## src/rtl/io_ring_stop_if.sv

```systemverilog
// Ring-stop signal bundle: ring input (Q500), ring output (Q503), local memory request (Q501)
// and local memory response (Q502). The stop itself uses the slave view.
interface io_ring_stop_if #(
    parameter int TILE_ID_W = 10,
    parameter int ADDR_W    = 32,
    parameter int DATA_W    = 32,
    parameter int OP_W      = 2
);
    logic [TILE_ID_W-1:0] TileIdStrapQnnnH;

    logic                 ReqValidQ500H;
    logic [OP_W-1:0]      ReqOpcodeQ500H;
    logic [ADDR_W-1:0]    ReqAddressQ500H;
    logic [DATA_W-1:0]    ReqDataQ500H;

    logic                 RspValidQ503H;
    logic [OP_W-1:0]      RspOpcodeQ503H;
    logic [ADDR_W-1:0]    RspAddressQ503H;
    logic [DATA_W-1:0]    RspDataQ503H;

    logic                 ReqValidQ501H;
    logic [OP_W-1:0]      ReqOpcodeQ501H;
    logic [ADDR_W-1:0]    ReqAddressQ501H;
    logic [DATA_W-1:0]    ReqDataQ501H;

    logic                 RspValidQ502H;
    logic [OP_W-1:0]      RspOpcodeQ502H;
    logic [ADDR_W-1:0]    RspAddressQ502H;
    logic [DATA_W-1:0]    RspDataQ502H;

    modport slave (
        input  TileIdStrapQnnnH,
        input  ReqValidQ500H, ReqOpcodeQ500H, ReqAddressQ500H, ReqDataQ500H,
        output RspValidQ503H, RspOpcodeQ503H, RspAddressQ503H, RspDataQ503H,
        output ReqValidQ501H, ReqOpcodeQ501H, ReqAddressQ501H, ReqDataQ501H,
        input  RspValidQ502H, RspOpcodeQ502H, RspAddressQ502H, RspDataQ502H
    );

    modport master (
        output TileIdStrapQnnnH,
        output ReqValidQ500H, ReqOpcodeQ500H, ReqAddressQ500H, ReqDataQ500H,
        input  RspValidQ503H, RspOpcodeQ503H, RspAddressQ503H, RspDataQ503H,
        input  ReqValidQ501H, ReqOpcodeQ501H, ReqAddressQ501H, ReqDataQ501H,
        output RspValidQ502H, RspOpcodeQ502H, RspAddressQ502H, RspDataQ502H
    );
endinterface

```

## src/rtl/io_ring_stop.sv

```systemverilog
// Ring stop for one tile: local requests go to memory under a credit check, everything else
// passes through in 3 cycles; memory responses are queued and injected into idle slots.
// Optional statistics counters are enabled by defining IO_RING_STATS_EN.
module io_ring_stop #(
    parameter int TILE_ID_W      = 10,
    parameter int TILE_ID_LSB    = 22,
    parameter int ADDR_W         = 32,
    parameter int DATA_W         = 32,
    parameter int OP_W           = 2,
    parameter int RSP_FIFO_DEPTH = 4
) (
    input  logic           QClk,
    input  logic           RstQnnnH,
`ifdef IO_RING_STATS_EN
    output logic [15:0]    RetryCntQnnnH,
    output logic [15:0]    InjectStallCntQnnnH,
`endif
    io_ring_stop_if.slave  ring
);
    localparam int PTR_W = $clog2(RSP_FIFO_DEPTH);
    localparam int CNT_W = PTR_W + 1;

    typedef struct packed {
        logic [OP_W-1:0]   op;
        logic [ADDR_W-1:0] addr;
        logic [DATA_W-1:0] data;
    } ringPayload_t;

    ringPayload_t reqPayload, rspPayload;
    ringPayload_t memReqReg, slot501Reg, slot502Reg, outReg, fifoHead;
    logic         memReqValidReg, slot501ValidReg, slot502ValidReg, outValidReg;

    ringPayload_t fifoMem [RSP_FIFO_DEPTH];
    logic [PTR_W-1:0] wrPtrReg, rdPtrReg;
    logic [CNT_W-1:0] fifoCntReg, outstCntReg;
    logic [CNT_W:0]   creditSum;

    logic match, credit, accept, passThru;
    logic rspLegal, fifoPush, fifoPop, fifoNotEmpty;

    assign reqPayload = '{op: ring.ReqOpcodeQ500H, addr: ring.ReqAddressQ500H, data: ring.ReqDataQ500H};
    assign rspPayload = '{op: ring.RspOpcodeQ502H, addr: ring.RspAddressQ502H, data: ring.RspDataQ502H};

    // Credit covers both queued responses and responses still owed by memory.
    assign match     = ring.ReqValidQ500H &&
                       (ring.ReqAddressQ500H[TILE_ID_LSB +: TILE_ID_W] == ring.TileIdStrapQnnnH);
    assign creditSum = {1'b0, fifoCntReg} + {1'b0, outstCntReg};
    assign credit    = creditSum < (CNT_W+1)'(RSP_FIFO_DEPTH);
    assign accept    = match && credit;
    assign passThru  = ring.ReqValidQ500H && !accept;

    // Responses with nothing outstanding are dropped rather than allowed to corrupt credits.
    assign rspLegal     = ring.RspValidQ502H && (outstCntReg != '0);
    assign fifoPush     = rspLegal;
    assign fifoNotEmpty = (fifoCntReg != '0);
    assign fifoPop      = fifoNotEmpty && !slot502ValidReg;
    assign fifoHead     = fifoMem[rdPtrReg];

    always_ff @(posedge QClk) begin
        if (fifoPush) begin
            fifoMem[wrPtrReg] <= rspPayload;
        end
    end

    always_ff @(posedge QClk or posedge RstQnnnH) begin
        if (RstQnnnH) begin
            memReqValidReg  <= 1'b0;
            memReqReg       <= '0;
            slot501ValidReg <= 1'b0;
            slot501Reg      <= '0;
            slot502ValidReg <= 1'b0;
            slot502Reg      <= '0;
            outValidReg     <= 1'b0;
            outReg          <= '0;
        end else begin
            memReqValidReg <= accept;
            if (accept) begin
                memReqReg <= reqPayload;
            end
            slot501ValidReg <= passThru;
            if (passThru) begin
                slot501Reg <= reqPayload;
            end
            slot502ValidReg <= slot501ValidReg;
            if (slot501ValidReg) begin
                slot502Reg <= slot501Reg;
            end
            // Pass-through traffic always wins the Q503 slot over queued responses.
            if (slot502ValidReg) begin
                outValidReg <= 1'b1;
                outReg      <= slot502Reg;
            end else if (fifoNotEmpty) begin
                outValidReg <= 1'b1;
                outReg      <= fifoHead;
            end else begin
                outValidReg <= 1'b0;
            end
        end
    end

    always_ff @(posedge QClk or posedge RstQnnnH) begin
        if (RstQnnnH) begin
            wrPtrReg    <= '0;
            rdPtrReg    <= '0;
            fifoCntReg  <= '0;
            outstCntReg <= '0;
        end else begin
            if (fifoPush) begin
                wrPtrReg <= wrPtrReg + 1'b1;
            end
            if (fifoPop) begin
                rdPtrReg <= rdPtrReg + 1'b1;
            end
            unique case ({fifoPush, fifoPop})
                2'b10:   fifoCntReg <= fifoCntReg + 1'b1;
                2'b01:   fifoCntReg <= fifoCntReg - 1'b1;
                default: fifoCntReg <= fifoCntReg;
            endcase
            unique case ({accept, rspLegal})
                2'b10:   outstCntReg <= outstCntReg + 1'b1;
                2'b01:   outstCntReg <= outstCntReg - 1'b1;
                default: outstCntReg <= outstCntReg;
            endcase
        end
    end

    assign ring.ReqValidQ501H   = memReqValidReg;
    assign ring.ReqOpcodeQ501H  = memReqReg.op;
    assign ring.ReqAddressQ501H = memReqReg.addr;
    assign ring.ReqDataQ501H    = memReqReg.data;

    assign ring.RspValidQ503H   = outValidReg;
    assign ring.RspOpcodeQ503H  = outReg.op;
    assign ring.RspAddressQ503H = outReg.addr;
    assign ring.RspDataQ503H    = outReg.data;

`ifdef IO_RING_STATS_EN
    logic [1:0]  statEvent;
    logic [15:0] statCntReg [2];

    assign statEvent[0] = match && !credit;
    assign statEvent[1] = fifoNotEmpty && slot502ValidReg;

    generate
        for (genvar gi = 0; gi < 2; gi++) begin : g_stat
            always_ff @(posedge QClk or posedge RstQnnnH) begin
                if (RstQnnnH) begin
                    statCntReg[gi] <= '0;
                end else if (statEvent[gi] && (statCntReg[gi] != 16'hFFFF)) begin
                    statCntReg[gi] <= statCntReg[gi] + 16'd1;
                end
            end
        end
    endgenerate

    assign RetryCntQnnnH       = statCntReg[0];
    assign InjectStallCntQnnnH = statCntReg[1];
`endif

    strayRspDropped: assert property (@(posedge QClk) disable iff (RstQnnnH)
        !(ring.RspValidQ502H && (outstCntReg == '0)));

endmodule
```

## src/flat_wrapper.sv

```systemverilog
// flat-port wrapper written by rule: the top's interface ports become plain ports
module io_ring_stop_flat 
#(
    parameter int TILE_ID_W      = 10,
    parameter int TILE_ID_LSB    = 22,
    parameter int ADDR_W         = 32,
    parameter int DATA_W         = 32,
    parameter int OP_W           = 2,
    parameter int RSP_FIFO_DEPTH = 4
)
  (QClk, RstQnnnH, ring_TileIdStrapQnnnH, ring_ReqValidQ500H, ring_ReqOpcodeQ500H, ring_ReqAddressQ500H, ring_ReqDataQ500H, ring_RspValidQ503H, ring_RspOpcodeQ503H, ring_RspAddressQ503H, ring_RspDataQ503H, ring_ReqValidQ501H, ring_ReqOpcodeQ501H, ring_ReqAddressQ501H, ring_ReqDataQ501H, ring_RspValidQ502H, ring_RspOpcodeQ502H, ring_RspAddressQ502H, ring_RspDataQ502H);
  io_ring_stop_if #(.TILE_ID_W(TILE_ID_W), .ADDR_W(ADDR_W), .DATA_W(DATA_W), .OP_W(OP_W)) ring_i ();
  input  logic QClk;
  input  logic RstQnnnH;
  input wire logic [$bits(ring_i.TileIdStrapQnnnH)-1:0] ring_TileIdStrapQnnnH;
  input wire logic [$bits(ring_i.ReqValidQ500H)-1:0] ring_ReqValidQ500H;
  input wire logic [$bits(ring_i.ReqOpcodeQ500H)-1:0] ring_ReqOpcodeQ500H;
  input wire logic [$bits(ring_i.ReqAddressQ500H)-1:0] ring_ReqAddressQ500H;
  input wire logic [$bits(ring_i.ReqDataQ500H)-1:0] ring_ReqDataQ500H;
  output wire logic [$bits(ring_i.RspValidQ503H)-1:0] ring_RspValidQ503H;
  output wire logic [$bits(ring_i.RspOpcodeQ503H)-1:0] ring_RspOpcodeQ503H;
  output wire logic [$bits(ring_i.RspAddressQ503H)-1:0] ring_RspAddressQ503H;
  output wire logic [$bits(ring_i.RspDataQ503H)-1:0] ring_RspDataQ503H;
  output wire logic [$bits(ring_i.ReqValidQ501H)-1:0] ring_ReqValidQ501H;
  output wire logic [$bits(ring_i.ReqOpcodeQ501H)-1:0] ring_ReqOpcodeQ501H;
  output wire logic [$bits(ring_i.ReqAddressQ501H)-1:0] ring_ReqAddressQ501H;
  output wire logic [$bits(ring_i.ReqDataQ501H)-1:0] ring_ReqDataQ501H;
  input wire logic [$bits(ring_i.RspValidQ502H)-1:0] ring_RspValidQ502H;
  input wire logic [$bits(ring_i.RspOpcodeQ502H)-1:0] ring_RspOpcodeQ502H;
  input wire logic [$bits(ring_i.RspAddressQ502H)-1:0] ring_RspAddressQ502H;
  input wire logic [$bits(ring_i.RspDataQ502H)-1:0] ring_RspDataQ502H;
  assign ring_i.TileIdStrapQnnnH = ring_TileIdStrapQnnnH;
  assign ring_i.ReqValidQ500H = ring_ReqValidQ500H;
  assign ring_i.ReqOpcodeQ500H = ring_ReqOpcodeQ500H;
  assign ring_i.ReqAddressQ500H = ring_ReqAddressQ500H;
  assign ring_i.ReqDataQ500H = ring_ReqDataQ500H;
  assign ring_RspValidQ503H = ring_i.RspValidQ503H;
  assign ring_RspOpcodeQ503H = ring_i.RspOpcodeQ503H;
  assign ring_RspAddressQ503H = ring_i.RspAddressQ503H;
  assign ring_RspDataQ503H = ring_i.RspDataQ503H;
  assign ring_ReqValidQ501H = ring_i.ReqValidQ501H;
  assign ring_ReqOpcodeQ501H = ring_i.ReqOpcodeQ501H;
  assign ring_ReqAddressQ501H = ring_i.ReqAddressQ501H;
  assign ring_ReqDataQ501H = ring_i.ReqDataQ501H;
  assign ring_i.RspValidQ502H = ring_RspValidQ502H;
  assign ring_i.RspOpcodeQ502H = ring_RspOpcodeQ502H;
  assign ring_i.RspAddressQ502H = ring_RspAddressQ502H;
  assign ring_i.RspDataQ502H = ring_RspDataQ502H;
  io_ring_stop #(.TILE_ID_W(TILE_ID_W), .TILE_ID_LSB(TILE_ID_LSB), .ADDR_W(ADDR_W), .DATA_W(DATA_W), .OP_W(OP_W), .RSP_FIFO_DEPTH(RSP_FIFO_DEPTH)) u_core (.QClk(QClk), .RstQnnnH(RstQnnnH), .ring(ring_i));
endmodule
```

## config.mk

```make
export PLATFORM = sky130hd
export DESIGN_NAME = io_ring_stop_flat
export DESIGN_NICKNAME = d
export VERILOG_FILES = /design/src/rtl/io_ring_stop_if.sv /design/src/rtl/io_ring_stop.sv /design/src/flat_wrapper.sv
export SDC_FILE = /design/constraint.sdc
export NUM_CORES = 1
export LEC_CHECK = 0
export BUFFER_PORTS_ARGS = -buffer_cell sky130_fd_sc_hd__buf_2
export CAP_MARGIN = 15
export CORE_MARGIN = 10
export CORE_UTILIZATION = 25
export CTS_CLUSTER_SIZE = 24
export DETAILED_ROUTE_END_ITERATION = 10
export PLACE_DENSITY = 0.41
export REMOVE_ABC_BUFFERS = 1
export SLEW_MARGIN = 40
export SYNTH_ARGS = -nofsm -noshare
export SYNTH_HDL_FRONTEND = slang
export SYNTH_SLANG_ARGS = --single-unit
```

## constraint.sdc

```tcl
create_clock -name QClk -period 14.1 [get_ports QClk]
set_clock_uncertainty 0.2 [all_clocks]
set_input_delay 2.82 -clock QClk [delete_from_list [all_inputs] [get_ports QClk]]
set_output_delay 2.82 -clock QClk [all_outputs]
set_load 0.05 [all_outputs]
```

Word-level counts from Yosys, hierarchy flattened
Memory sizes are Yosys's and may differ from the RTL's.
Cells that the tools add are included.
- output and inout port bits: 134
- word-level logic and storage cells: 54
- bits of input ports: 146
- memory bits (writable): 264
- memories: 1
- bits in registers: 278
- memory list (name ; words ; bits a word ; read ports ; clocked after Yosys merged registers in ; write ports ; RTL line ; text):
    u_core.fifoMem ; 4 ; 66 ; 1 ; 0 ; 1 ; io_ring_stop.sv:33 ; ringPayload_t fifoMem [RSP_FIFO_DEPTH];
- equality and inequality tests: 5
- $lt $le $gt $ge: 1
- add/sub/neg operators: 7
- multiplexer cells: 8
- reduce and logical (&&, ||, !) cells: 12
- operators with widths (operator ; count):
    $mux W66 ; 2
    $pmux W3 S2 ; 2
    $eq A10 B10 Y1 ; 1
    $add A3 B1 Y3 const B ; 2
    $reduce_bool A2 Y1 ; 3
    $reduce_bool A3 Y1 ; 2
    $sub A3 B1 Y3 const B ; 2
    $logic_and A1 B1 Y1 ; 5
    $add A2 B1 Y2 const B ; 2
    $add A3 B3 Y4 ; 1
    $eq A2 B1 Y1 const B ; 2
    $eq A2 B2 Y1 const B ; 2
    $lt A4 B3 Y1 const B ; 1
    $mux W1 ; 4
    $logic_not A1 Y1 ; 2

Logic depth before layout (Yosys ltp)
- depth after elaboration: 5
- mapped depth: 10
- mapped depth without buffers: 10

Least setup slack after synthesis
Ideal clock, no wire load.
- path type: input -> register
- start: in ring_RspValidQ502H
- end: mem u_core.fifoMem[0][0] (netlist bit) (enable)
- slack: 8.703 ns
- setup time: 0.431 ns
- required time: 13.469 ns
- stages on the path: 3
- arrival time: 4.766 ns
- cell sequence: o31a_1 clkbuf_1 and2_1
- cells in the longest elaborated chain, start to end: 3
- RTL lines (item ; RTL line ; text):
    start: declaration ; flat_wrapper.sv:28 ; input wire logic [$bits(ring_i.RspValidQ502H)-1:0] ring_RspValidQ502H;
    $logic_and A1 B1 Y1 ; io_ring_stop.sv:53 ; assign rspLegal = ring.RspValidQ502H && (outstCntReg != '0);
    net u_core.fifoPush ; io_ring_stop.sv:39 ; logic rspLegal, fifoPush, fifoPop, fifoNotEmpty;
    $mux W1 ; io_ring_stop.sv:60 ; if (fifoPush) begin
    $mux W1 (not written as such) ; io_ring_stop.sv:61 ; fifoMem[wrPtrReg] <= rspPayload;
    end: declaration ; io_ring_stop.sv:33 ;
The timed path passes the listed nets, and every way through them passes these cells.

Final worst setup path
- start: in ring_ReqAddressQ500H[24]
- end: reg u_core.slot501Reg[3] (netlist bit)
- cells in the longest elaborated chain, start to end: 5
- RTL lines (item ; RTL line ; text):
    start: declaration ; flat_wrapper.sv:18 ; input wire logic [$bits(ring_i.ReqAddressQ500H)-1:0] ring_ReqAddressQ500H;
    $eq A10 B10 Y1 ; io_ring_stop.sv:46 ; (ring.ReqAddressQ500H[TILE_ID_LSB +: TILE_ID_W] == ring.TileIdStrapQnnnH);
    $logic_and A1 B1 Y1 ; io_ring_stop.sv:45 ; assign match = ring.ReqValidQ500H &&
    $logic_and A1 B1 Y1 ; io_ring_stop.sv:49 ; assign accept = match && credit;
    $logic_not A1 Y1 ; io_ring_stop.sv:50 ; assign passThru = ring.ReqValidQ500H && !accept;
    $logic_and A1 B1 Y1 ; io_ring_stop.sv:50 ;
    end signal: assignment ; io_ring_stop.sv:82 ; slot501Reg <= reqPayload;
    end: declaration ; io_ring_stop.sv:30 ; ringPayload_t memReqReg, slot501Reg, slot502Reg, outReg, fifoHead;
Every way passes these cells.
A chain may end at the register's enable or synchronous reset.

==> impl_metrics.py <==
metrics = {
    "grt": {
        "grt_pass1_wl_um": 81600,
        "overflow": 0,
        "grt_usage_pct": 11.6,
        "antenna_found_initial": 10,
        "grt_max_degree": 103,
        "grt_pass1_vias": 12100,
    },
    "floorplanning": {
        "core_area_mm2": 0.0805,
        "die_area_mm2": 0.0931,
        "boundaryPins": 280,
        "die_h_um": 305,
        "num_rows": 104,
        "die_x_um": 305,
        "initial_core_util_pct": 25.2,
    },
    "drt": {
        "wire_per_inst_um": 22.0,
        "drt-vias-per-instance": 4.33,
        "drc_errors": 0,
        "ant_nets": 0,
        "num_vias": 10800,
        "drtIter0Drc": 740,
        "routed_wl_um": 54700,
        "dr.pass1.iters": 7,
    },
    "sta": {
        "period_share_pct": 33.7,
        "setup_viol": 0,
        "fin_setup_tns_ns": 0,
        "tightest_slew_ns": 0.793,
        "min_period_ns": 4.76,
        "fmax_mhz": 210,
        "hold_viol": 0,
        "drv_slew": 0,
        "max_slew_margin_pct": 47.1,
        "rsz0062_at_grt": "false",
    },
    "yosys": {
        "synth_area_leaders": "edfxtp_1 39%, dfrtp_1 34%, mux2_2 9.4%",
        "synth.largest_area_cell": "edfxtp_1",
        "synth_seq_cells": 542,
        "ys_dominant_reg_cell": "dfrtp_1",
        "yosysSeqAreaShare_pct": 73.2,
        "yosysWarningCount": 0,
        "synth_cell_types": 29,
        "synth_top_area_share_pct": 39.0,
        "synth.most_common_cell": "dfrtp_1",
        "avgSynthCellArea_um2": 19.1,
        "synth_edf_count": 264,
        "async_flop_share_pct": 51.3,
        "synth_cells": 1065,
        "syn_area_mm2": 0.0203,
        "netlist_top_cells_count": "278 x dfrtp_1, 264 x edfxtp_1, 169 x mux2_2",
    },
    "clock_tree": {
        "cts_buffer_depth": 3,
        "clock-root-buffer": "clkbuf_16",
        "cts_hold_buf": 0,
        "cts.repair.resized": 0,
        "clock_latency_ns": 0.59,
        "cts_buffers": 68,
        "htreeDepth": 3,
        "cts_sinks": 542,
        "cts_tree": "yes",
        "clk_pin_slew_worst_paths_ns": 0.05,
        "cts_setup_buffers": 0,
    },
    "setup_path": {
        "crit_start": "ring_ReqAddressQ500H[24]",
        "r2r_slack_ns": 11.15,
        "start_kind": "input pin",
        "worstPathRequired_ns": 14.36,
        "worstPathArrival_ns": 5.02,
        "criticalPathCategory": "in -> reg",
        "rr_startpoint": "u_core.fifoCntReg[2]",
        "cp-endpoint": "u_core.slot501Reg[3]",
        "crit_fanout": 34,
        "r2r_cells": 6,
        "worstSetupEndpointType": "register",
        "reg2reg_to": "u_core.slot501Reg[3]",
    },
    "min_path": {
        "timing.hold.worst.class": "reg -> reg",
        "whs_path_depth": 1,
    },
    "outcome": {
        "status": "finished clean",
    },
    "run": {
        "cap_violations": 0,
    },
    "placement": {
        "io_buffer_count": 279,
        "gp_congestion": 0.670,
        "place_hpwl_um": 33500,
    },
    "pwr": {
        "p_per_area_mw_per_mm2": 200,
        "worst_ir_drop_vdd_uv": 90.9,
        "leakagePower_nw": 10.3,
        "total_power_mw": 5.03,
    },
    "finish": {
        "syn_to_final_growth_pct": 23.7,
        "nets": 1530,
        "utilization_pct": 31.2,
        "fill_cells": 7982,
        "antenna_cells": 0,
        "drive_gt1_share_pct": 44.6,
    },
}
==> state kept, by name, summed over array words and instances (netlist names) <==
register                     cells
u_core.ring.ReqValidQ501H        1
u_core.ring.RspAddressQ503H     32
u_core.ring.ReqDataQ501H        32
u_core.ring.RspDataQ503H        32
u_core.fifoCntReg                3
u_core.wrPtrReg                  2
u_core.ring.RspOpcodeQ503H       2
u_core.outstCntReg               3
u_core.ring.RspValidQ503H        1
u_core.slot501Reg               66
u_core.ring.ReqAddressQ501H     32
u_core.slot502Reg               66
u_core.slot501ValidReg           1
u_core.ring.ReqOpcodeQ501H       2
u_core.slot502ValidReg           1
u_core.rdPtrReg                  2
u_core.fifoMem                 264
==> through the flow <==
step | worst slack [ns] | hold WS [ns] | area (um^2) | instances
6_report | 9.34 | 0.285 | 25100 | 2489
2_1_floorplan | 3.41 | 0.259 | 20000 | 1006
3_3_place_gp | 8.53 | 0.271 | 22900 | 2362
4_1_cts | 9.25 | 0.291 | 25100 | 2488
5_1_grt | 9.20 | 0.306 | 25100 | 2489
3_5_place_dp | 8.64 | 0.279 | 23000 | 2363
==> layout by cell type, fill, tap and decap left out, drive strengths merged <==
cell / synthesis / routed
o21ai: 1 / 1
buf: 26 / 298
nand2: 2 / 2
mux2: 198 / 198
xnor2: 14 / 14
and2: 4 / 4
nor4b: 1 / 1
nor3: 2 / 2
inv: 79 / 79
o31a: 1 / 1
clkinv: 0 / 17
bufinv: 0 / 2
edfxtp: 264 / 264
ha: 8 / 8
nor4: 1 / 1
fa: 2 / 2
clkinvlp: 0 / 4
nand3: 1 / 1
a222oi: 66 / 66
nor2: 3 / 3
nand4: 6 / 6
mux2i: 2 / 2
clkbuf: 33 / 102
dfrtp: 278 / 278
xor2: 5 / 5
o31ai: 1 / 1
or3: 1 / 1
mux4: 66 / 66
==> worst min path at each step <==
stage | startpoint | to | slack, ns
floorplan | u_core.slot501Reg[32] | u_core.slot501Reg[32] | 0.26
global placement | u_core.slot501Reg[56] | u_core.slot501Reg[56] | 0.27
detailed placement | u_core.slot501Reg[40] | u_core.slot501Reg[40] | 0.28
CTS | u_core.slot501Reg[40] | u_core.slot501Reg[40] | 0.29
global route | u_core.slot501Reg[40] | u_core.slot501Reg[40] | 0.31
finish | u_core.slot501Reg[40] | u_core.slot501Reg[40] | 0.28
==> worst max-delay path, stage by stage <==
cell and delay, ns:
buf_2 0.14, xnor2_1 0.39, nand4_1 0.34, o31ai_4 0.33
buf_4 0.51, mux2_2 0.40
==> area by class of cell <==
| class | count | area (um^2) | share of cell area (%) |
|---|---|---|---|
| clock buffers | 102 | 1930 | 7.69 |
| well taps | 1060 | 1330 | 5.28 |
| clock inverters | 23 | 206 | 0.821 |
| repair buffers | 298 | 1570 | 6.26 |
| inverters | 79 | 309 | 1.23 |
| flip-flops and latches | 542 | 14900 | 59.3 |
| multi-input cells | 385 | 4890 | 19.5 |
==> power by group <==
group	switching, mW	internal (mW)	leakage (nW)
sequential	0.169	1.98	5.84
combinational	0.789	0.424	3.45
clock	0.672	0.990	1.03
total	1.63	3.40	10.3
==> logic make-up after synthesis <==
family,synth area share [%]
compound gates,3.38
mux,18.4
fa+ha+maj,0.689
flops,73.2
simple gates,0.609
buf+inv,2.89
xor+xnor,0.819
==> layer usage <==
metal  track usage (%)  part of all wire, %  wire length [um]  vias to the layer above
li1                  -                    -                 -                     4746
met1              14.2                   42             23200                     5666
met2              19.4                   49             27000                      258
met3              3.37                  6.1              3320                       90
met4              3.72                  2.0              1100                       18
met5                 0                 0.20               111                        -
Note: power is estimated with default switching activity, not from simulation.
